**src/rtl/ov5640_init_seq.sv**
```systemverilog
// ov5640_init_seq: walks the OV5640 register table and feeds it to the
// SCCB/i2c write engine one 24-bit {reg_addr, reg_data} word at a time.
//
// Ports:
//   meg25      25 MHz system clock
//   rst        asynchronous active-high reset
//   start      rising edge (re)starts the sequence when not busy
//   done       i2c engine transfer-finished flag
//   ack        i2c engine ack result, valid when done first rises
//   send_dat   word presented to the i2c engine
//   sendit     transfer request level to the i2c engine
//   index      current table index
//   busy       sequence in progress
//   init_done  table completed
//   init_err   table aborted after exhausting retries
module ov5640_init_seq #(
    parameter int unsigned NUM_REGS      = 8,
    parameter int unsigned POWERUP_DELAY = 500000,
    parameter int unsigned GAP_CYCLES    = 250,
    parameter int unsigned DELAY_UNIT    = 25000,
    parameter int unsigned RETRY_MAX     = 3,
    parameter int unsigned WATCHDOG      = 100000
) (
    input  logic        meg25,
    input  logic        rst,
    input  logic        start,
    input  logic        done,
    input  logic        ack,
    output logic [23:0] send_dat,
    output logic        sendit,
    output logic [7:0]  index,
    output logic        busy,
    output logic        init_done,
    output logic        init_err
);

    // One shared cycle counter covers power-up, gap and watchdog waits,
    // so it is sized for the largest of the three.
    localparam int unsigned MAX_A =
        (POWERUP_DELAY > GAP_CYCLES) ? POWERUP_DELAY : GAP_CYCLES;
    localparam int unsigned CNT_MAX =
        (MAX_A > WATCHDOG) ? MAX_A : WATCHDOG;
    localparam int CW =
        (CNT_MAX < 2) ? 1 : $clog2(CNT_MAX + 1);
    localparam int RW =
        (RETRY_MAX < 1) ? 1 : $clog2(RETRY_MAX + 1);

    typedef enum logic [3:0] {
        S_IDLE,
        S_PWR_WAIT,
        S_FETCH,
        S_SEND,
        S_WAIT_HI,
        S_WAIT_LO,
        S_GAP,
        S_TDELAY,
        S_NEXT,
        S_DONE,
        S_ERROR
    } state_t;

    state_t        state_q;
    logic [CW-1:0] cnt_q;
    logic [31:0]   dly_q;
    logic [RW-1:0] retry_q;
    logic          redo_q;
    logic          ack_q;
    logic [1:0]    start_q;
    logic [23:0]   send_dat_q;
    logic          sendit_q;
    logic [7:0]    index_q;
    logic          busy_q;
    logic          init_done_q;
    logic          init_err_q;

    logic [23:0]   rom_w;
    logic [31:0]   cnt_ext;
    logic          start_edge;
    logic          is_delay;

    assign cnt_ext    = 32'(cnt_q);
    assign start_edge = start_q[0] & ~start_q[1];
    assign is_delay   = (rom_w[23:8] == 16'hFFFF);

    // Register table; an address of FFFF marks a delay entry whose
    // data field counts DELAY_UNIT ticks.
    always_comb begin
        rom_w = 24'h000000;
        unique case (index_q)
            8'd0:    rom_w = 24'h310311;
            8'd1:    rom_w = 24'h300882;
            8'd2:    rom_w = 24'hFFFF05;
            8'd3:    rom_w = 24'h300842;
            8'd4:    rom_w = 24'h310303;
            8'd5:    rom_w = 24'h3017FF;
            8'd6:    rom_w = 24'h3018FF;
            8'd7:    rom_w = 24'h303421;
            default: rom_w = 24'h000000;
        endcase
    end

    always_ff @(posedge meg25 or posedge rst) begin
        if (rst) begin
            state_q     <= S_IDLE;
            cnt_q       <= '0;
            dly_q       <= '0;
            retry_q     <= '0;
            redo_q      <= 1'b0;
            ack_q       <= 1'b0;
            start_q     <= 2'b00;
            send_dat_q  <= '0;
            sendit_q    <= 1'b0;
            index_q     <= '0;
            busy_q      <= 1'b0;
            init_done_q <= 1'b0;
            init_err_q  <= 1'b0;
        end else begin
            start_q <= {start_q[0], start};
            unique case (state_q)
                S_IDLE, S_DONE, S_ERROR: begin
                    if (start_edge) begin
                        index_q     <= '0;
                        retry_q     <= '0;
                        redo_q      <= 1'b0;
                        init_done_q <= 1'b0;
                        init_err_q  <= 1'b0;
                        cnt_q       <= '0;
                        busy_q      <= 1'b1;
                        state_q     <= S_PWR_WAIT;
                    end
                end
                S_PWR_WAIT: begin
                    if (cnt_ext + 32'd1 >= POWERUP_DELAY) begin
                        cnt_q   <= '0;
                        state_q <= S_FETCH;
                    end else begin
                        cnt_q <= cnt_q + CW'(1);
                    end
                end
                S_FETCH: begin
                    if (is_delay) begin
                        dly_q <= 32'(rom_w[7:0]) * 32'(DELAY_UNIT);
                        if (rom_w[7:0] == 8'd0) begin
                            state_q <= S_NEXT;
                        end else begin
                            state_q <= S_TDELAY;
                        end
                    end else begin
                        send_dat_q <= rom_w;
                        state_q    <= S_SEND;
                    end
                end
                S_SEND: begin
                    // never raise a request over a stale done
                    if (!done) begin
                        sendit_q <= 1'b1;
                        cnt_q    <= '0;
                        state_q  <= S_WAIT_HI;
                    end
                end
                S_WAIT_HI: begin
                    if (done) begin
                        ack_q    <= ack;
                        sendit_q <= 1'b0;
                        state_q  <= S_WAIT_LO;
                    end else if (cnt_ext + 32'd1 >= WATCHDOG) begin
                        // watchdog expiry is handled like a NACK
                        ack_q    <= 1'b0;
                        sendit_q <= 1'b0;
                        state_q  <= S_WAIT_LO;
                    end else begin
                        cnt_q <= cnt_q + CW'(1);
                    end
                end
                S_WAIT_LO: begin
                    if (!done) begin
                        cnt_q <= '0;
                        if (ack_q) begin
                            retry_q <= '0;
                            redo_q  <= 1'b0;
                            state_q <= S_GAP;
                        end else if (32'(retry_q) < RETRY_MAX) begin
                            retry_q <= retry_q + RW'(1);
                            redo_q  <= 1'b1;
                            state_q <= S_GAP;
                        end else begin
                            init_err_q <= 1'b1;
                            busy_q     <= 1'b0;
                            state_q    <= S_ERROR;
                        end
                    end
                end
                S_GAP: begin
                    if (cnt_ext + 32'd1 >= GAP_CYCLES) begin
                        cnt_q <= '0;
                        // a retry re-fetches the same index
                        if (redo_q) begin
                            state_q <= S_FETCH;
                        end else begin
                            state_q <= S_NEXT;
                        end
                    end else begin
                        cnt_q <= cnt_q + CW'(1);
                    end
                end
                S_TDELAY: begin
                    if (dly_q <= 32'd1) begin
                        state_q <= S_NEXT;
                    end else begin
                        dly_q <= dly_q - 32'd1;
                    end
                end
                S_NEXT: begin
                    if (index_q == 8'(NUM_REGS - 1)) begin
                        init_done_q <= 1'b1;
                        busy_q      <= 1'b0;
                        state_q     <= S_DONE;
                    end else begin
                        index_q <= index_q + 8'd1;
                        state_q <= S_FETCH;
                    end
                end
                default: begin
                    sendit_q <= 1'b0;
                    busy_q   <= 1'b0;
                    state_q  <= S_IDLE;
                end
            endcase
        end
    end

    assign send_dat  = send_dat_q;
    assign sendit    = sendit_q;
    assign index     = index_q;
    assign busy      = busy_q;
    assign init_done = init_done_q;
    assign init_err  = init_err_q;

endmodule

```
**config.mk**
```make
export PLATFORM = sky130hd
export DESIGN_NAME = ov5640_init_seq
export DESIGN_NICKNAME = d
export VERILOG_FILES = /design/src/rtl/ov5640_init_seq.sv
export SDC_FILE = /design/constraint.sdc
export NUM_CORES = 1
export LEC_CHECK = 0
export BUFFER_PORTS_ARGS = -buffer_cell sky130_fd_sc_hd__buf_2
export CORE_UTILIZATION = 50
export CTS_CLUSTER_DIAMETER = 40
export CTS_CLUSTER_SIZE = 20
export DETAILED_ROUTE_END_ITERATION = 8
export PLACE_DENSITY = 0.73
export SYNTH_ARGS = -nofsm -noshare
export SYNTH_HDL_FRONTEND = slang
export SYNTH_SLANG_ARGS = --single-unit
```
**constraint.sdc**
```tcl
create_clock -name meg25 -period 5.9 [get_ports meg25]
set_clock_uncertainty 0.15 [all_clocks]
set_input_delay 1.18 -clock meg25 [delete_from_list [all_inputs] [get_ports meg25]]
set_output_delay 1.18 -clock meg25 [all_outputs]
set_load 0.02 [all_outputs]
```
Word-level counts from Yosys, hierarchy flattened
Memories as Yosys holds them, arrays and structs flattened.
Index checks and enable logic that the tools add are counted.
{"block": "word_totals", "regBits": 97, "romBits": 176, "in_bits": 5, "out_inout_bits": 36, "wordCells": 138, "n_memories": 1}
{"block": "op_classes", "addsub": 5, "n_mul": 1, "n_lt_le_gt_ge": 5, "eq_ne": 29, "mux": 56, "n_bitwise": 5, "reduce_logical": 23}
{"name": "(name not given)", "words": 8, "word_bits": 22, "rd": 1, "rd_ports_with_merged_regs": 0, "write_ports": 0, "line": "89", "rtl": "unique case (index_q)"}
{"op": "19-bit two-way mux", "n": 6}
{"op": "19-bit one-hot mux with 5 select lines", "n": 1}
{"op": "32-bit two-way mux", "n": 2}
{"op": "32-bit one-hot mux with 2 select lines", "n": 1}
{"op": "4-bit two-way mux", "n": 14}
{"op": "4-bit one-hot mux with 9 select lines", "n": 1}
{"op": "32-bit by 17-bit >= comparator with 1-bit output, second input constant", "n": 1}
{"op": "32-bit by 19-bit >= comparator with 1-bit output, second input constant", "n": 1}
{"op": "32-bit by 1-bit <= comparator with 1-bit output, second input constant", "n": 1}
{"op": "32-bit by 1-bit subtractor with 32-bit output, second input constant", "n": 1}
{"op": "2-bit inequality test, second input constant", "n": 15}
{"op": "24-bit two-way mux", "n": 1}
{"op": "19-bit by 1-bit adder with 20-bit output, second input constant", "n": 1}
{"op": "20-bit by 8-bit >= comparator with 1-bit output, second input constant", "n": 1}
{"op": "8-bit by 12-bit multiplier with 20-bit output, second input constant", "n": 1}
{"op": "19-bit by 1-bit adder with 19-bit output, second input constant", "n": 1}
{"op": "1-bit two-way mux", "n": 17}
{"op": "16-bit == test, second input constant", "n": 1}
{"op": "4-bit by 3-bit == test with 1-bit output, second input constant", "n": 4}
{"op": "8-bit two-way mux", "n": 2}
{"op": "8-bit one-hot mux with 2 select lines", "n": 1}
{"op": "4-bit == test, second input constant", "n": 3}
{"op": "3-bit AND reduction", "n": 4}
{"op": "5-bit AND reduction", "n": 2}
{"op": "27 further kinds", "n": 41}

Longest topological paths before layout
Gate-level depths: netlist of run 1.
{"block": "logic_depth", "depth_word": 6, "mapped_depth": 23, "depth_no_buf": 22}

Worst setup path before layout of run 1
Ideal clock, no wire load.
{"block": "synth_timing", "kind": "reg-to-reg", "start": "register index_q[0] (netlist: index[0])", "end": "register dly_q[21]", "setup_ns": 0.126, "arrival_ns": 5.277, "t_required_ns": 5.624, "slack_ns": 0.347, "path_stages_with_launch": 23, "n_path_buf": 1, "period_less_slack_ns": 5.553, "path_cell_list": "dfrtp_1 -> clkbuf_1 -> inv_1 -> ha_1 -> and2_1 -> o21ai_0 -> inv_1 -> ha_1 -> ha_1 -> inv_1 -> fa_1 -> inv_1 -> fa_1 -> ha_1 -> nor2b_1 -> o21a_1 -> o21ai_0 -> a211oi_1 -> o21ai_0 -> a21oi_1 -> a21oi_1 -> xnor2_1 -> a221o_1"}
{"block": "synth_via", "elab_chain_cells": 5, "elab_cells_between_ends": 8, "classes_between": "mul (1); eq/ne (2); mux (3); reduce/logical (1); memory (1)"}
{"element": "start: declaration", "line": "71", "rtl": "logic [7:0] index_q;"}
{"element": "start signal: assignment", "line": "219", "rtl": "index_q <= index_q + 8'd1;"}
{"element": "memory 8 x 22 bit"}
{"element": "24-bit two-way mux", "line": "89"}
{"element": "via rom_w[2]", "line": "76", "rtl": "logic [23:0] rom_w;"}
{"element": "8-bit by 12-bit multiplier with 20-bit output", "line": "142", "rtl": "dly_q <= 32'(rom_w[7:0]) * 32'(DELAY_UNIT);"}
{"element": "32-bit two-way mux", "line": "141", "rtl": "if (is_delay) begin"}
{"element": "32-bit one-hot mux with 2 select lines", "line": "119", "rtl": "unique case (state_q)"}
{"element": "end signal: assignment", "line": "142"}
{"element": "end signal: assignment", "line": "210", "rtl": "dly_q <= dly_q - 32'd1;"}
{"element": "end: declaration", "line": "64", "rtl": "logic [31:0] dly_q;"}
The timed path passes the listed nets, and every way through them passes these cells. The select of a mux whose other input is x is not followed.
A chain may end at the register's enable or synchronous reset.

Worst setup path after layout of run 1
{"block": "layout_timing", "start": "register index_q[0] (netlist: index[0])", "end": "register dly_q[19]"}
Same word-level chain as after synthesis.

==> results of run 1 <==
## power groups by stage
stage | clock network, mW | registers, mW | logic (mW)
after floorplan | 0 | 0.996 | 1.82
after global placement | 0 | 1.00 | 2.30
after detailed placement | 0 | 1.00 | 2.31
after CTS | 0.596 | 0.992 | 2.34
after global routing | 0.618 | 1.03 | 2.63
final | 0.586 | 0.996 | 2.33
## Yosys cell counts (8+ instances only)
library cell               instances
sky130_fd_sc_hd__xor2_1           17
sky130_fd_sc_hd__fa_1             11
sky130_fd_sc_hd__and3_1           13
sky130_fd_sc_hd__buf_4             9
sky130_fd_sc_hd__a21oi_1          44
sky130_fd_sc_hd__nor4_1            9
sky130_fd_sc_hd__nand3_1          19
sky130_fd_sc_hd__inv_1            33
sky130_fd_sc_hd__nor3_1           26
sky130_fd_sc_hd__o21ai_0          66
sky130_fd_sc_hd__xnor2_1          19
sky130_fd_sc_hd__o22ai_1          10
sky130_fd_sc_hd__ha_1             67
sky130_fd_sc_hd__a211oi_1         11
sky130_fd_sc_hd__clkbuf_1         27
sky130_fd_sc_hd__nor2b_1           8
sky130_fd_sc_hd__nand4_1          10
sky130_fd_sc_hd__nor2_1           77
sky130_fd_sc_hd__nand2b_1         12
sky130_fd_sc_hd__a21o_1           13
sky130_fd_sc_hd__nand2_1          82
sky130_fd_sc_hd__and2_1            9
sky130_fd_sc_hd__dfrtp_1          89
sky130_fd_sc_hd__a31oi_1          11
sky130_fd_sc_hd__or3_1            10
sky130_fd_sc_hd__o31ai_1          13
## cell type report
| cell class | count | share of cell area |
|---|---|---|
| inverter | 33 | 0.0164 |
| multi-input combinational | 647 | 0.587 |
| timing repair buffer | 51 | 0.0371 |
| sequential | 89 | 0.292 |
| clock inverter | 3 | 0.00525 |
| tap | 176 | 0.0289 |
| clock buffer | 12 | 0.0336 |
## worst max-delay path, delay by kind of cell (launching register included)
kind                       cells  cell delay (ps)
adders and majority gates      6             2250
DFF                            1              370
buffers and inverters          4              410
and+or+nand+nor                3              420
xor gates and xnor gates       1               80
AOI/OAI and AO/OA              7             1610
## worst max-delay path by stage
stage	start	to	slack (ps)
6_report	index[0]	dly_q[19]	470
4_1_cts	index[0]	dly_q[19]	280
5_1_grt	index[0]	dly_q[19]	30
3_3_place_gp	index[0]	dly_q[21]	470
3_5_place_dp	index[0]	dly_q[19]	280
2_1_floorplan	index[0]	dly_q[21]	350
## timing repair
item                       CTS  global route
setup endpoints to repair    0             2
resized for setup            0             1
hold endpoints to repair     0             0
## registers in the layout, indices dropped and copies added (netlist names)
register / count
sendit: 1
index: 8
redo_q: 1
ack_q: 1
state_q: 4
start_q: 2
cnt_q: 19
dly_q: 32
init_err: 1
busy: 1
init_done: 1
send_dat: 16
retry_q: 2
## per-layer routing
| layer | global-route usage | vias up | share of wire |
|---|---|---|---|
| li1 | - | 2981 | - |
| met1 | 0.332 | 2815 | 0.49 |
| met2 | 0.344 | 144 | 0.45 |
| met3 | 0.0316 | 18 | 0.043 |
| met4 | 0.0802 | 0 | 0.016 |
| met5 | 0 | - | 0 |
## cells by family after synthesis
kind of cell               count (synthesis)
buffers and inverters                     76
xor gates and xnor gates                  36
and+or+nand+nor                          301
adders and majority gates                 78
AOI/OAI and AO/OA                        224
muxes                                      8
DFF                                       89
==> results.md, run 1 <==
STA:
- The number of max-slew violations in the final report is 0.
- Final hold analysis gives a worst-case slack of roughly 280 ps.
- The worst path meets setup with ~470 ps of slack.
- Summed over all failing endpoints, the final setup total negative slack is 0 ps.
- The worst slew margin relative to its limit is 0.333.
- The routed design could run at a clock period as short as around 5400 ps.
- Setup repair after global routing left no endpoint under its margin.
- The period utilization is 0.920.
- The number of endpoints failing setup at the final stage is 0.
- The peak clock frequency supported by timing is around 180 MHz.
- The number of endpoints with negative hold slack in the final report is 0.
- The slew at the pin closest to its max-slew limit is 1000 ps.

Synthesis:
- The share of flip-flops with an asynchronous set or reset is 1.00.
- The area fraction in compound gates after synthesis was 0.211.
- The synthesized netlist occupies a cell area of about 7000 µm².
- The number of different library cells in the post-synthesis netlist is 76.
- By area, the combinational part of the netlist is dominated by simple AND/OR/NAND/NOR gates.
- In the synthesized netlist the dominant register cell turns out to be sky130_fd_sc_hd__dfrtp_1.
- Of the synthesized area, sequential elements account for 0.317.
- In this run, synthesis inferred 0 flip-flops with an integrated enable.
- Synthesis handed over a netlist of 812 instances.
- The share of the synthesized area in the top cell type is 0.317.
- The parity-gate share of the synthesized area counting xor and xnor cells is 0.0448.
- By area the synthesized netlist is led by sky130_fd_sc_hd__dfrtp_1 (32%), sky130_fd_sc_hd__ha_1 (12%), sky130_fd_sc_hd__o21ai_0 (4.7%), sky130_fd_sc_hd__nand2_1 (4.4%), sky130_fd_sc_hd__nor2_1 (4.1%).
- The post-synthesis share of cell area spent on full adders, half adders and majority gates is 0.151.
- Synthesis inferred between 80 and 90 register bits.
- Counting every net in the synthesized netlist gives 895.
- Dividing the synthesized area by the synthesized cell count gives slightly below 9 µm².
- The cell type with the highest aggregate area in the netlist is sky130_fd_sc_hd__dfrtp_1.
- The basic-gate share of the synthesized area counting and, or, nand and nor cells is 0.216.
- The Yosys step of the flow raised 0 warnings.
- The portion of synthesized area spent on multiplexers is 0.0137.

Detailed routing:
- Dividing the detail-routed wire length by the instance count gives roughly 15 µm.
- The number of iterations in the first detailed-routing pass is 4.
- The count of routing violations after the opening detailed-route iteration is about 430.
- The count of nets left with antenna violations once routing finished came out at 0.
- The detail-routed via count per cell is approximately 5.9.
- For this run, design rule violations remaining after detail routing come to 0.
- The wire length reported by the detailed router is between 15000 and 20000 µm.
- The final route contains slightly below 6000 vias.

Worst setup path:
- At the worst endpoint, the arrival time is 5510 ps.
- In this run the critical register-to-register path is captured at dly_q[19].
- The maximum fanout count along the critical path is 5.
- The highest-delay cell along the critical path is sky130_fd_sc_hd__fa_1.
- STA classifies the critical path startpoint as a flop.
- The critical path required time is 5980 ps.
- For this run, the slowest stage of the critical path takes approximately 500 ps.
- The flop-to-flop setup slack is between 400 and 500 ps.
- The critical path goes through inv_1 > ha_1 > and2_1 > o21ai_0 > inv_1 > ha_1 > ha_1 > inv_1 > fa_1 > inv_1 > fa_1 > ha_1 > nor2b_1 > o21a_1 > o21ai_1 > a211oi_1 > o21ai_0 > nand2b_1 > a21oi_1 > xor2_1 > o311ai_0.
- The worst setup path is of the reg -> reg kind.
- The number of cell instances on the worst register-to-register path is 21.
- The kind of end point of the critical path is a flop.
- In this run the critical register-to-register path is launched from index[0].

Pwr:
- The power density over cell area is 513 nW/µm².
- Of the total power, the clock network draws 0.150.
- The share of total power dissipated in sequential elements is 0.254.
- The internal power is between 2 and 2.5 mW.
- The peak supply drop is 0.254 mV.
- The analysis attributes to cell leakage a power of approximately 3.6 nW.
- The post-route total power is about 3.9 mW.
- The analysis attributes to net switching a power of about 1.8 mW.
- Of the total power, combinational logic draws 0.596.
- The switching share of power is 0.464.

Floorplan:
- The die outline width is 121 µm.
- The die is around 120 µm tall.
- The core region is roughly 13000 µm².
- The effective utilization at floorplan is 0.523.
- The number of I/O pins is around 40.
- The total die area is around 15000 µm².
- The row count is 42.

Finish:
- The cell area after layout is 7630 µm².
- The library cell used most frequently in the layout, excluding fill and tap cells, is sky130_fd_sc_hd__dfrtp_1.
- Summing all flip-flop and latch instances after layout gives 2230 µm².
- The final layout contains ~910 nets.
- Of the cells placed in the final design, the portion with a size suffix greater than 1 is 0.108.
- Measured on the finished design, the core utilization comes to 0.567.
- The count of cells in the finished layout, fillers not included, comes to 1011.
- The number of filler cells placed in the layout is 1248.
- The number of antenna diodes in the final layout is 0.
- In the layout the commonest cells are sky130_fd_sc_hd__dfrtp_1 (89), sky130_fd_sc_hd__nand2_1 (82), sky130_fd_sc_hd__nor2_1 (76), sky130_fd_sc_hd__ha_1 (67), sky130_fd_sc_hd__o21ai_0 (65).
- The area growth from synthesis to layout is 8.45%.
- In the final layout, the multi-input gates occupy 4470 µm².

Worst hold path:
- The end of the worst hold path is start_q[1].
- The min-delay analysis places its worst path in the category reg -> reg.
- The depth of the worst hold-timing path is 0.
- The startpoint of the lowest-slack hold path is start_q[0].

CTS:
- The source-to-sink clock delay at the later pin of the worst-skew pair is between 300 and 400 ps.
- The clock sink count is between 80 and 90.
- The number of clock buffers added by TritonCTS is 9.
- The hold-fix buffer count after cts is 0.
- The H-tree was split into 3 levels.
- The CTS tree is yes.
- The buffer cell driving the clock tree root is sky130_fd_sc_hd__clkbuf_16.
- The number of buffers added for setup after CTS is 0.
- The clock transition at the registers of the reported paths is 60 ps.
- The number of buffers on the longest clock path is 2.

Flow run:
- Max-cap violations in this run came to 0.

Place:
- The count of buffers added on input and output ports is 40.
- At the placement stage, the worst setup path has a slack of between 200 and 300 ps.
- The number of placed instances, taps included, is roughly 1000.
- After detailed placement, the total cell area comes to about 7300 µm².
- The wire-length estimate of the detail-placed layout is ~12000 µm.
- The final RePlAce weighted congestion is between 0.8 and 0.9.

Outcome:
- The run finished with clean final reports.

Global routing:
- The number of global-route vias before repair came to around 5400.
- Global routing finished with a remaining overflow of 0.
- The initial antenna violation count was 0.
- The first global-routing pass estimated 26500 µm of wire.
- Across every metal layer, demand over resource in global routing totals 0.228.
- Entering global routing, the biggest net connects 55 pins.
Note: power is estimated with default switching activity, not from simulation.
==> inputs of run 2 (changes only) <==
--- a/config.mk
+++ b/config.mk
@@ -5,6 +5,7 @@
 export SDC_FILE = /design/constraint.sdc
 export NUM_CORES = 1
 export LEC_CHECK = 0
+export ABC_AREA = 1
 export BUFFER_PORTS_ARGS = -buffer_cell sky130_fd_sc_hd__buf_2
 export CORE_UTILIZATION = 50
 export CTS_CLUSTER_DIAMETER = 40
==> results.md, run 2 <==
Floorplan:
- The die height is 123 µm (+2.4%).
- The floorplan core area is 14500 µm² (+7.6%).
- The die outline width came to 123 µm (+2.4%).
- The effective utilization at floorplan came to 0.509 (-0.0134).
- The row count is 44 (+4.8%).
- The number of I/O pins is 41 (unchanged).
- The total die area came to 15200 µm² (+4.8%).

Synthesis:
- The number of different library cells in the post-synthesis netlist is 49 (-36%).
- The cell type with the highest aggregate area in the netlist is sky130_fd_sc_hd__dfrtp_1.
- The netlist area before placement is 7370 µm² (+4.9%).
- The average cell area after synthesis is 7.17 µm² (-17%).
- Counting instances in the post-synthesis netlist gives the leading cell types as sky130_fd_sc_hd__nand2_1 (245), sky130_fd_sc_hd__nor2_1 (145), sky130_fd_sc_hd__inv_1 (119).
- The warning count from the yosys run came to 0 (unchanged).
- In the post-synthesis netlist, the biggest area contributors are sky130_fd_sc_hd__dfrtp_1 (30%), sky130_fd_sc_hd__nand2_1 (12%), sky130_fd_sc_hd__ha_1 (11%), sky130_fd_sc_hd__nor2_1 (7.4%), sky130_fd_sc_hd__inv_1 (6.1%).
- For this run, the leading register cell type out of synthesis is sky130_fd_sc_hd__dfrtp_1.
- The number of nets produced by synthesis is 1111 (+24%).
- The share of flip-flops with an asynchronous set or reset is 1.00 (unchanged).
- The sequential area share after synthesis is 0.302 (-0.0147).
- The share of the synthesized area in the top cell type is 0.302 (-0.0147).
- The number of register bits inferred by synthesis is 89 (unchanged).
- The leading cell type by number of instances after synthesis is sky130_fd_sc_hd__nand2_1.
- The number of enable flip-flop cells after synthesis is 0 (unchanged).
- The count of mapped cells out of synthesis is 1028 (+27%).

Finish:
- The final core utilization was 0.553 (-0.0135).
- The proportion of layout cells with a drive suffix above 1 is 0.0978 (-0.00995).
- The multi-input combinational cell area was 4540 µm² (+1.4%).
- The flip-flop count of the largest register after layout is 32 (unchanged).
- The commonest non-fill, non-tap cell in the layout is sky130_fd_sc_hd__nand2_1.
- The antenna diode count was 0 (unchanged).
- The number of nets in the final layout is 1141 (+25%).
- The storage element area was 2230 µm² (unchanged).
- Counting flops per register, the top entry is dly_q.
- The top cell types in the final layout, fill and taps aside, are sky130_fd_sc_hd__nand2_1 (245), sky130_fd_sc_hd__nor2_1 (145), sky130_fd_sc_hd__inv_1 (118), sky130_fd_sc_hd__dfrtp_1 (89), sky130_fd_sc_hd__ha_1 (67).
- The number of filler cells placed in the layout is 1387 (+11%).
- From synthesis to final layout, the design area changed by 8.67%.

Flow run:
- The reported max-cap violation count is 0 (unchanged).

STA:
- The period utilization was 0.887 (-0.0332).
- The sum of negative setup slack is 0 ps (unchanged).
- Setup repair after global routing left no endpoint under its margin.
- The worst slew margin relative to its limit is 0.213 (-0.120).
- The worst hold slack is 240 ps (-43.1 ps).
- The setup slack after layout is 666 ps (+196 ps).
- The number of endpoints failing setup at the final stage is 0 (unchanged).
- The peak clock frequency supported by timing is 191 MHz (+3.7%).
- The final critical delay including setup and external delays is 5230 ps (-196 ps).
- The slew at the pin closest to its max-slew limit came to 1180 ps (+179 ps).
- The number of endpoints with negative hold slack in the final report is 0 (unchanged).
- The number of max-slew violations in the final report was 0 (unchanged).

Global routing:
- The combined global-route utilization of all metal layers is 0.237 (+0.00898).
- The initial antenna violation count is 0 (unchanged).
- The wire length of the first global-routing pass came to 28600 µm (+8.0%).
- The pin count of the biggest net entering global routing is 64 (+16%).
- The number of global-route vias before repair is 6063 (+13%).
- The total congestion overflow after global routing is 0 (unchanged).

Place:
- The setup slack after placement is 715 ps (+440 ps).
- The total of buffers placed on input and output ports is 40 (unchanged).
- The final RePlAce weighted congestion came to 0.902 (+0.56%).
- The HPWL after detailed placement is 12900 µm (+11%).

Worst setup path:
- The arrival time reported for the critical path endpoint is 5330 ps (-180 ps).
- The critical path required time is 5990 ps (about the same).
- The worst setup path is captured at a flop.
- The worst setup path is launched from a flop.
- The critical path is of the reg -> reg type.
- The maximum fanout count along the critical path is 7 (+2).
- The flop-to-flop setup slack is 670 ps (+200 ps).

Detailed routing:
- The count of routing violations after the opening detailed-route iteration is 321 (-26%).
- The number of iterations in the first detailed-routing pass is 5 (+1).
- The wire length reported by the detailed router is 17100 µm (+9.6%).
- The detail-routed via count per cell is 5.32 (-9.6%).
- The average wire per cell in the routed design came to 13.7 µm (-11%).
- The number of antenna-violating nets in the routed design is 0 (unchanged).
- The via count was 6640 (+11%).
- The post-detailed-route DRC marker count is 0 (unchanged).

Pwr:
- The combinational power share is 0.551 (-0.045).
- The internal power was 1.81 mW (-14%).
- The switching share of power is 0.487 (+0.0233).
- The relative contribution of the clock network to total power was 0.187 (+0.037).
- The net switching power of the design was 1.72 mW (-5.4%).
- The share of total power in sequential cells came to 0.262 (+0.008).
- The peak supply drop was 0.228 mV (-10%).
- The static leakage is 4.16 nW (+15%).
- The power density over cell area is 440 nW/µm² (-14%).

CTS:
- The clock transition at the registers of the reported paths is 70 ps (about the same).
- The number of CTS-inserted buffers is 9 (unchanged).
- The buffer cell driving the clock tree root is sky130_fd_sc_hd__clkbuf_16.
- The number of cells upsized or downsized after cts is 0 (unchanged).
- The clock sink count is 89 (unchanged).
- TritonCTS built the clock tree.
- The deepest level of the CTS H-tree is 3 (unchanged).
- The source-to-sink clock delay at the later pin of the worst-skew pair was 360 ps (about the same).
- The number of buffers on the longest clock path is 2 (unchanged).
- The hold-fix buffer count after cts is 0 (unchanged).
- The number of buffers added for setup after CTS is 0 (unchanged).

Worst hold path:
- The tightest min-delay check is of the reg -> reg type.

Outcome:
- The flow ran to the end, and the final reports show no timing, DRC or antenna violations.
-- run 2: changes by cell type after synthesis, sizes merged, moves of 12 or more --
cell    previous run  this run
nand2             83       254
inv               33       121
nor2              79       160
nand3             19        69
clkbuf            28         7
nand4             11        31
a211oi            12         0
a21o              13         1
nand2b            12         0
xnor2             19         7
-- run 2: logic make-up (layout without fill, tap and decap cells) --
group / after synthesis / in the layout / share of synthesized area
AOI/OAI and AO/OA: 140 / 140 / 0.107
xor gates and xnor gates: 23 / 23 / 0.0273
adders and majority gates: 78 / 78 / 0.144
buffers and inverters: 146 / 181 / 0.0828
DFF: 89 / 89 / 0.302
muxes: 1 / 1 / 0.00136
and+or+nand+nor: 551 / 551 / 0.336
-- run 2: critical path: stages (launching register included) --
cell and delay, ps:
sky130_fd_sc_hd__dfrtp_1 460, sky130_fd_sc_hd__inv_1 180, sky130_fd_sc_hd__ha_1 370, sky130_fd_sc_hd__nand3_1 150
sky130_fd_sc_hd__inv_1 140, sky130_fd_sc_hd__nor2_1 210, sky130_fd_sc_hd__inv_1 130, sky130_fd_sc_hd__ha_1 340
sky130_fd_sc_hd__ha_1 290, sky130_fd_sc_hd__inv_1 50, sky130_fd_sc_hd__fa_1 490, sky130_fd_sc_hd__inv_1 50
sky130_fd_sc_hd__fa_1 480, sky130_fd_sc_hd__ha_1 370, sky130_fd_sc_hd__nand2_1 80, sky130_fd_sc_hd__nand3_1 130
sky130_fd_sc_hd__a21boi_0 280, sky130_fd_sc_hd__o21ai_0 170, sky130_fd_sc_hd__a21oi_1 180, sky130_fd_sc_hd__xor2_1 160
sky130_fd_sc_hd__o21ai_0 80, sky130_fd_sc_hd__nand2_1 100, sky130_fd_sc_hd__nand2_1 60
-- run 2: final cells by class --
cell class / instances / share of cell area
multi-input combinational: 793 / 0.566
inverter: 122 / 0.0575
sequential: 89 / 0.278
clock buffer: 10 / 0.0298
tap: 184 / 0.0287
clock inverter: 6 / 0.0122
timing repair buffer: 43 / 0.0278
-- run 2: metal layers --
layer | up-vias | part of all wire | GRT usage
li1 | 3433 | - | -
met3 | 25 | 0.028 | 0.0346
met1 | 3075 | 0.49 | 0.318
met4 | 0 | 0.018 | 0.0753
met5 | - | 0 | 0
met2 | 107 | 0.47 | 0.391
-- run 2: through the flow --
stage                     instance area, µm²  total power, mW  cells
final                                   8010             3.53   1247
after global routing                    8010             3.87   1247
after CTS                               8010             3.54   1247
after detailed placement                7680             2.85   1231
after global placement                  7680             2.84   1231
after floorplan                         7370             2.45   1028
-- run 2: final timing paths --
path                                  from         end  cells after the start
min in group asynchronous              rst    cnt_q[0]                      2
max in group asynchronous              rst   dly_q[15]                      3
worst min register to register  start_q[0]  start_q[1]                      0
worst max-delay path              index[0]   dly_q[16]                     22
worst max register to register    index[0]   dly_q[16]                     22
worst min-delay path            start_q[0]  start_q[1]                      0
-- run 2: power groups by stage --
stage | clock network [mW] | logic, mW | registers, mW
after detailed placement | 0 | 1.92 | 0.930
after global placement | 0 | 1.91 | 0.927
final | 0.660 | 1.94 | 0.925
after CTS | 0.671 | 1.94 | 0.922
after floorplan | 0 | 1.49 | 0.959
after global routing | 0.692 | 2.23 | 0.951
==> inputs of run 3 (changes only) <==
--- a/config.mk
+++ b/config.mk
@@ -6,12 +6,12 @@
 export NUM_CORES = 1
 export LEC_CHECK = 0
 export ABC_AREA = 1
-export BUFFER_PORTS_ARGS = -buffer_cell sky130_fd_sc_hd__buf_2
-export CORE_UTILIZATION = 50
+export BUFFER_PORTS_ARGS = -buffer_cell sky130_fd_sc_hd__buf_4
+export CORE_UTILIZATION = 60
 export CTS_CLUSTER_DIAMETER = 40
 export CTS_CLUSTER_SIZE = 20
 export DETAILED_ROUTE_END_ITERATION = 8
-export PLACE_DENSITY = 0.73
+export PLACE_DENSITY = 0.85
 export SYNTH_ARGS = -nofsm -noshare
 export SYNTH_HDL_FRONTEND = slang
 export SYNTH_SLANG_ARGS = --single-unit
==> results.md, run 3 (synthesized netlist as in run 2, its figures left out) <==
Worst setup path:
- The flop-to-flop setup slack was 580 ps (-90 ps).
- In this run the critical register-to-register path is captured at dly_q[16].
- The number of cell instances on the worst register-to-register path is 22 (unchanged).
- The worst setup path is captured at a flop.
- The worst setup path is launched from a flop.
- By startpoint and endpoint, the worst setup path is classified as reg -> reg.
- The critical path required time came to 5990 ps (about the same).
- The maximum fanout count along the critical path is 7 (unchanged).
- The reg-to-reg critical path startpoint is index[0].
- The arrival time reported for the critical path endpoint is 5420 ps (+90 ps).

Finish:
- The final core utilization is 0.671 (+0.117).
- The multi-input combinational cell area came to 4540 µm² (about the same).
- The storage element area was 2230 µm² (unchanged).
- dly_q holds more flip-flops than any other register.
- The antenna diode count is 0 (unchanged).
- The flip-flop count of the largest register after layout is 32 (unchanged).
- The commonest non-fill, non-tap cell in the layout is sky130_fd_sc_hd__nand2_1.
- The number of nets in the final layout was 1141 (unchanged).
- Relative to the synthesized area, the layout overhead comes to 9.28%.
- The proportion of layout cells with a drive suffix above 1 is 0.0979 (about the same).
- The top cell types in the final layout, fill and taps aside, are sky130_fd_sc_hd__nand2_1 (245), sky130_fd_sc_hd__nor2_1 (145), sky130_fd_sc_hd__inv_1 (118), sky130_fd_sc_hd__dfrtp_1 (89), sky130_fd_sc_hd__ha_1 (67).
- The number of filler cells placed in the layout is 1026 (-26%).
- The non-filler instance count after layout is 1209 (-3.0%).

Floorplan:
- The die outline width is 113 µm (-8.6%).
- The total die area is 12700 µm² (-16%).
- The number of I/O pins is 41 (unchanged).
- The row count is 40 (-9.1%).
- The die height is 113 µm (-8.6%).
- The floorplan core area is 12000 µm² (-17%).
- The effective utilization at floorplan is 0.614 (+0.105).

Worst hold path:
- The startpoint identified for the worst hold timing path is start_q[0].
- The worst hold path belongs to the class reg -> reg.
- The depth of the worst hold-timing path is 0 (unchanged).
- The end of the worst hold path is start_q[1].

CTS:
- The number of buffers added for setup after CTS is 0 (unchanged).
- The number of CTS-inserted buffers came to 9 (unchanged).
- The clock sink count was 89 (unchanged).
- The hold-fix buffer count after cts is 0 (unchanged).
- The deepest level of the CTS H-tree is 3 (unchanged).
- The CTS tree is yes.
- The number of buffers on the longest clock path was 2 (unchanged).
- The source-to-sink clock delay at the later pin of the worst-skew pair is 360 ps (about the same).
- The number of cells upsized or downsized after cts is 0 (unchanged).
- The clock transition at the registers of the reported paths was 70 ps (about the same).
- CTS placed an instance of sky130_fd_sc_hd__clkbuf_16 at the clock tree root.

Place:
- The cell count after placement is 1194 (-3.0%).
- The total of buffers placed on input and output ports is 40 (unchanged).
- The final RePlAce weighted congestion is 0.881 (-2.3%).
- The HPWL after detailed placement was 13000 µm (+0.36%).

Detailed routing:
- The average wire per cell in the routed design came to 14.6 µm (+6.4%).
- The via count is 6874 (+3.5%).
- The post-detailed-route DRC marker count is 0 (unchanged).
- The count of routing violations after the opening detailed-route iteration is 591 (+84%).
- The number of antenna-violating nets in the routed design came to 0 (unchanged).
- The wire length reported by the detailed router is 17600 µm (+3.1%).
- The detail-routed via count per cell is 5.69 (+6.8%).
- The number of iterations in the first detailed-routing pass is 5 (unchanged).

STA:
- The slew at the pin closest to its max-slew limit was 1140 ps (-42.3 ps).
- The worst hold slack was 238 ps (-2.24 ps).
- The final critical delay including setup and external delays is 5320 ps (+88.4 ps).
- The worst slew margin relative to its limit is 0.241 (+0.0283).
- The number of endpoints with negative hold slack in the final report is 0 (unchanged).
- The sum of negative setup slack is 0 ps (unchanged).
- The number of max-slew violations in the final report came to 0 (unchanged).
- The number of endpoints failing setup at the final stage was 0 (unchanged).
- Setup repair after global routing left no endpoint under its margin.
- The peak clock frequency supported by timing is 188 MHz (-1.7%).
- The period utilization is 0.902 (+0.0150).

Global routing:
- The total congestion overflow after global routing is 0 (unchanged).
- The combined global-route utilization of all metal layers is 0.294 (+0.0573).
- The initial antenna violation count is 0 (unchanged).
- The wire length of the first global-routing pass is 29900 µm (+4.6%).
- The number of global-route vias before repair is 6536 (+7.8%).
- The pin count of the biggest net entering global routing is 50 (-22%).

Flow run:
- The reported max-cap violation count was 0 (unchanged).

Pwr:
- The static leakage is 4.17 nW (+0.25%).
- The power density over cell area came to 446 nW/µm² (+1.3%).
- The peak supply drop came to 0.348 mV (+53%).

Outcome:
- The flow ran to the end, and the final reports show no timing, DRC or antenna violations.
run 3: final cells by class:
type / count / area share
repair buffers: 43 / 0.0401
inverters: 122 / 0.0570
clock buffers: 9 / 0.0280
clock inverters: 6 / 0.0124
well taps: 147 / 0.0228
flip-flops and latches: 89 / 0.276
multi-input cells: 793 / 0.563
run 3: worst max-delay path by stage:
| stage | startpoint | to | slack [ps] | cells past startpoint |
|---|---|---|---|---|
| after floorplan | index[0] | dly_q[16] | 1120 | 22 |
| after global placement | index[0] | dly_q[16] | 970 | 22 |
| after detailed placement | index[0] | dly_q[16] | 710 | 22 |
| after CTS | index[0] | dly_q[16] | 650 | 22 |
| after global routing | index[0] | dly_q[17] | 190 | 24 |
| final | index[0] | dly_q[16] | 580 | 22 |
run 3: power by group:
| part | switching, mW | total [mW] | internal, mW |
|---|---|---|---|
| registers | 0.162 | 0.931 | 0.769 |
| logic | 1.32 | 2.02 | 0.699 |
| clock network | 0.264 | 0.641 | 0.377 |
| total | 1.75 | 3.59 | 1.84 |
run 3: worst max-delay path, stage by stage, from the launching register on:
cell and delay [ps]:
sky130_fd_sc_hd__dfrtp_1 470, sky130_fd_sc_hd__inv_1 180, sky130_fd_sc_hd__ha_1 380, sky130_fd_sc_hd__nand3_1 160
sky130_fd_sc_hd__inv_1 160, sky130_fd_sc_hd__nor2_1 220, sky130_fd_sc_hd__inv_1 140, sky130_fd_sc_hd__ha_1 350
sky130_fd_sc_hd__ha_1 280, sky130_fd_sc_hd__inv_1 50, sky130_fd_sc_hd__fa_1 500, sky130_fd_sc_hd__inv_1 60
sky130_fd_sc_hd__fa_1 490, sky130_fd_sc_hd__ha_1 370, sky130_fd_sc_hd__nand3_1 90, sky130_fd_sc_hd__nand3_1 130
sky130_fd_sc_hd__a21boi_0 280, sky130_fd_sc_hd__o21ai_0 180, sky130_fd_sc_hd__a21oi_1 190, sky130_fd_sc_hd__xor2_1 150
sky130_fd_sc_hd__o21ai_0 80, sky130_fd_sc_hd__nand2_1 100, sky130_fd_sc_hd__nand2_1 60
run 3: metrics by stage:
step           setup WS [ps]  cell area [µm²]  power [mW]
6_report                 577             8060        3.59
5_1_grt                  187             8060        3.90
4_1_cts                  651             8060        3.59
3_5_place_dp             713             7730        2.91
3_3_place_gp             967             7730        2.85
2_1_floorplan           1120             7370        2.45
run 3: layer usage:
layer / GRT usage / part of all wire / vias to the layer above
met5: 0 / 0 / -
met4: 0.126 / 0.028 / 0
met3: 0.0541 / 0.049 / 48
met2: 0.485 / 0.47 / 202
met1: 0.381 / 0.45 / 3198
li1: - / - / 3426
